==> src/rtl/cache_controller.sv <==
// MEM-stage front end for a two-way data cache: read hits, SRAM line fills on miss, write-through stores.
// Defining CACHE_CTRL_STATS_EN adds saturating hit_count/miss_count outputs.
module cache_controller #(
  parameter logic [31:0] DATA_BASE = 32'd1024
) (
  input  logic        clk,
  input  logic        rst,
  input  logic [31:0] address,
  input  logic [31:0] wdata,
  input  logic        MEM_R_EN,
  input  logic        MEM_W_EN,
  output logic [31:0] rdata,
  output logic        ready,
  output logic [16:0] cache_address,
  output logic [63:0] cache_write_data,
  output logic        cache_read_en,
  output logic        cache_write_en,
  output logic        cache_invoke_en,
  input  logic [31:0] cache_read_data,
  input  logic        cache_hit,
  output logic [31:0] sram_address,
  output logic [31:0] sram_wdata,
  output logic        sram_r_en,
  output logic        sram_w_en,
  input  logic [63:0] sram_rdata,
  input  logic        sram_ready
`ifdef CACHE_CTRL_STATS_EN
  ,
  output logic [15:0] hit_count,
  output logic [15:0] miss_count
`endif
);

  typedef enum logic [1:0] {IDLE, MISS, WRITE} state_t;

  state_t      r_state;
  state_t      w_nextState;
  logic [31:0] w_offset;
  logic [31:0] w_fillWord;
  logic        w_unused;

  assign w_offset         = address - DATA_BASE;
  assign cache_address    = w_offset[18:2];
  assign w_unused         = &{1'b0, w_offset[31:19], w_offset[1:0]};
  assign cache_write_data = sram_rdata;
  assign sram_address     = address;
  assign sram_wdata       = wdata;
  assign w_fillWord       = address[2] ? sram_rdata[63:32] : sram_rdata[31:0];

  always_ff @(posedge clk) begin
    if (rst) r_state <= IDLE;
    else     r_state <= w_nextState;
  end

  always_comb begin
    w_nextState = r_state;
    case (r_state)
      IDLE: begin
        if (MEM_W_EN)                    w_nextState = WRITE;
        else if (MEM_R_EN && !cache_hit) w_nextState = MISS;
      end
      MISS:    if (sram_ready) w_nextState = IDLE;
      WRITE:   if (sram_ready) w_nextState = IDLE;
      default: w_nextState = IDLE;
    endcase
  end

  // Reset forces every handshake output low regardless of state.
  always_comb begin
    ready           = 1'b0;
    rdata           = 32'd0;
    cache_read_en   = 1'b0;
    cache_write_en  = 1'b0;
    cache_invoke_en = 1'b0;
    sram_r_en       = 1'b0;
    sram_w_en       = 1'b0;
    if (!rst) begin
      case (r_state)
        IDLE: begin
          if (MEM_W_EN) begin
            cache_invoke_en = 1'b1;
            sram_w_en       = 1'b1;
          end else if (MEM_R_EN) begin
            cache_read_en = 1'b1;
            if (cache_hit) begin
              ready = 1'b1;
              rdata = cache_read_data;
            end else begin
              sram_r_en = 1'b1;
            end
          end else begin
            ready = 1'b1;
          end
        end
        MISS: begin
          sram_r_en = 1'b1;
          if (sram_ready) begin
            cache_write_en = 1'b1;
            ready          = 1'b1;
            rdata          = w_fillWord;
          end
        end
        WRITE: begin
          sram_w_en       = 1'b1;
          cache_invoke_en = 1'b1;
          ready           = sram_ready;
        end
        default: ready = 1'b0;
      endcase
    end
  end

`ifdef CACHE_CTRL_STATS_EN
  logic w_hitEvent;
  logic w_missEvent;

  assign w_hitEvent  = (r_state == IDLE) && !MEM_W_EN && MEM_R_EN && cache_hit;
  assign w_missEvent = (r_state == IDLE) && !MEM_W_EN && MEM_R_EN && !cache_hit;

  always_ff @(posedge clk) begin
    if (rst) begin
      hit_count  <= 16'd0;
      miss_count <= 16'd0;
    end else begin
      if (w_hitEvent && hit_count != 16'hFFFF)   hit_count  <= hit_count + 16'd1;
      if (w_missEvent && miss_count != 16'hFFFF) miss_count <= miss_count + 16'd1;
    end
  end
`endif

endmodule

==> config.mk <==
export PLATFORM = sky130hd
export DESIGN_NAME = cache_controller
export DESIGN_NICKNAME = d
export VERILOG_FILES = /design/src/rtl/cache_controller.sv
export SDC_FILE = /design/constraint.sdc
export NUM_CORES = 1
export LEC_CHECK = 0
export ABC_AREA = 1
export BUFFER_PORTS_ARGS = -buffer_cell sky130_fd_sc_hd__buf_4
export CAP_MARGIN = 0
export CORE_AREA = 2 2 135 137
export DETAILED_ROUTE_END_ITERATION = 8
export DIE_AREA = 0 0 137 139
export HOLD_SLACK_MARGIN = 0.02
export PLACE_DENSITY_LB_ADDON = 0.25
export SYNTH_ARGS = -nofsm -noshare
export SYNTH_HDL_FRONTEND = slang
export SYNTH_SLANG_ARGS = --single-unit
==> constraint.sdc <==
create_clock -name clk -period 1.95 [get_ports clk]
set_clock_uncertainty 0.2 [all_clocks]
set_input_delay 0.2925 -clock clk [delete_from_list [all_inputs] [get_ports clk]]
set_output_delay 0.2925 -clock clk [all_outputs]
set_load 0.005 [all_outputs]
==> flow_metrics.tcl <==
set metrics [dict create \
    routed_via_density 3.92 \
    drive_gt1_share_pct 61.9 \
    min_path_cells 2 \
    critPathLaunchType "flop" \
    fin_crit_ns 2.08 \
    die_x_microns 137 \
    crit_path_start "r_state[0]" \
    hold_viol 0 \
    violations "negative setup slack" \
    num-nets-final 656 \
    powerDensity_nw_per_um2 291 \
    crit_family "buffers and inverters" \
    r2r-start "r_state[0]" \
    p_sw_mw 0.372 \
    hp-start "rst" \
    crit_path_frequent_cell "inv_4" \
    wirelength_microns 11300 \
    worstSetupPathType "flop to output pin" \
    rsz0062_at_grt "yes" \
    reg2reg_depth 10 \
    cts_root_buffer "clkbuf_16" \
    syn_nets 557 \
    dp_cells 697 \
    internal_power_mw 0.717 \
    track_usage_pct 10.4 \
    p_comb_share_pct 67.2 \
    cts_tree "done" \
    largest_reg_flops 2 \
    yosysWarnings 0 \
    vias 2789 \
    clkLatencyLatePin_ns 0.22 \
    die_h_microns 139 \
    numPortBuffers 233 \
    largest-register "r_state" \
    setup_violations 33 \
    cp-end-kind "output pin" \
    num_rows 49 \
    clk_pin_slew_ns 0.03 \
    rrSetupSlack_ns 0.39 \
    cp.required_ns 1.46 \
    area.growth.synth_to_final_pct 59.7 \
    first_pass_iters 4 \
    slew_viol_final 0 \
    setup_ws_ns -0.127 \
    most-common-layout-cells "buf_4 (241), nor2_1 (67), nand4_1 (33), a21oi_1 (22), o21ai_1 (19)" \
    synthCells 386 \
    worst_slew_pin_slew_ns 0.434 \
    reg.largest.list "r_state x2" \
    antenna_found_initial 0 \
    path_max_fanout 5 \
    ys_ff_latch 2 \
    syn_area_sq_um 2340 \
    avgSynthCellArea_sq_um 6.06 \
    switching_share_pct 34.2 \
    ys_types 22 \
    rr_endpoint "r_state[0]" \
    mostFrequentLayoutCell "buf_4" \
    grt_overflow 0 \
    initial_utilization_pct 13.3 \
    max_slew_margin_pct 71.0 \
    drtIter0Drc 106 \
    final_antenna_net_count 0 \
    diodes 0 \
    p_clk_share_pct 28.5 \
    crit_slowest_cell "dfxtp_4" \
    fin_cells 712 \
    period_share_pct 107 \
    power.share.sequential_pct 4.3 \
    crit_arrival_ns 1.58 \
    grt_pass1_vias 2669 \
    holdPathEnd "r_state[1]" \
    dieArea_sq_um 19000 \
    grt_max_degree 35 \
    htree_num_levels 1 \
    route.detailed.drc 0 \
    cpPeakStageDelay_ns 0.35 \
    ys_seq_area_share_pct 1.71 \
    maxCapViolCount 0 \
    top_level_ports 349 \
    cts_made_buffers 3 \
    postLayoutCoreUtil_pct 21.2 \
    crit_chain "inv_4, ha_4, inv_4, nor2_8, buf_12, buf_8, nand4_1, a21oi_2, buf_4" \
    status "finished, violations left" \
    wl_per_cell_microns 15.9 \
    cts.path.max_buffers 2 \
    core_sq_um 17700 \
    dp.final_hpwl_microns 8570 \
    hp-class "primary input to flop" \
    fin_setup_tns_ns -2.53 \
    irDropWorstVdd_mv 0.212 \
    gp_congestion 0.742 \
    grt_first_pass_wirelength_microns 15300 \
    cp_num_buf_inv 5 \
    max_freq_mhz 481 \
    p_leak_nw 1.77 \
    clock-sinks 2 \
]
## synth_stat cells
library cell,n,area [sq um]
nand4_1,33,206
nand2_1,14,52.6
buf_4,141,1060
inv_2,2,7.51
nor2_8,1,20.0
o21ai_0,11,55.1
xor2_1,2,17.5
a21oi_1,36,180
nand3_1,3,15.0
buf_1,2,7.51
buf_6,6,67.6
o21ai_1,22,110
buf_2,9,45.0
clkbuf_2,3,15.0
or2_2,2,12.5
dfxtp_1,2,40.0
nor2_1,75,282
xnor2_1,4,35.0
ha_1,5,62.6
inv_1,11,41.3
nand2_2,1,6.26
clkbuf_1,1,3.75
## final cells by class
cell class | count | area (sq um)
tap | 229 | 287
clock buffer | 3 | 75.1
inverter | 13 | 53.8
multi-input combinational | 209 | 1210
timing repair buffer | 256 | 2070
sequential | 2 | 45.0
fill | 2041 | 13900
## through the flow
step                      setup WS [ns]  area, sq um  power [mW]  hold slack (ns)
after floorplan                   0.333         2340       0.460            0.272
after global placement            0.108         3320       0.695            0.287
after detailed placement         0.0699         3320       0.695            0.299
after CTS                        -0.136         3560        1.08            0.260
after global routing             -0.193         3740        1.17            0.295
final                            -0.127         3740        1.09            0.263
## power by group through the flow
stage	clock network, mW	logic [mW]	registers (mW)
2_1_floorplan	0	0.413	0.0469
3_3_place_gp	0	0.648	0.0472
3_5_place_dp	0	0.648	0.0476
4_1_cts	0.315	0.722	0.0467
5_1_grt	0.321	0.797	0.0472
6_report	0.310	0.733	0.0468
## worst max path at each step
stage | to | slack, ns | cells after the start
after detailed placement | rdata[22] | 0.07 | 8
after global placement | rdata[22] | 0.11 | 8
after floorplan | rdata[23] | 0.33 | 7
after CTS | rdata[26] | -0.14 | 9
after global routing | rdata[27] | -0.19 | 9
final | rdata[7] | -0.13 | 9
## worst register-to-register path: stages (launching register included)
cell       delay [ns]
dfxtp_4          0.35
inv_4            0.07
ha_4             0.14
inv_4            0.04
nor2_8           0.12
buf_12           0.13
clkbuf_16        0.14
nand2_2          0.05
nand2_1          0.08
nand2_1          0.05
a21oi_1          0.11
## routing by layer
| layer | up-vias | wire [microns] | global-route usage (%) |
|---|---|---|---|
| li1 | 1333 | - | - |
| met4 | 0 | 236 | 3.04 |
| met1 | 1278 | 4250 | 12.0 |
| met2 | 142 | 5980 | 19.3 |
| met5 | - | 0 | 0 |
| met3 | 36 | 842 | 1.61 |
## cell families (layout without fill, tap and decap cells)
logic type | after synthesis | in the layout | synth area share, %
AO/OA/AOI/OAI | 69 | 69 | 14.8
XOR/XNOR | 6 | 6 | 2.24
adder cells (fa/ha/maj) | 5 | 5 | 2.67
buffers and inverters | 175 | 272 | 53.2
flip-flops | 2 | 2 | 1.71
AND/OR/NAND/NOR | 129 | 129 | 25.4
## repair_timing
| item | CTS | global route |
|---|---|---|
| buffers inserted | 6 | 2 |
| setup endpoints to repair | 34 | 35 |
| pin swaps | 28 | 15 |
| resized for setup | 19 | 40 |
| cloned | 3 | 3 |
| hold buffers | 0 | 0 |
Power figures use the tool's default switching activity.
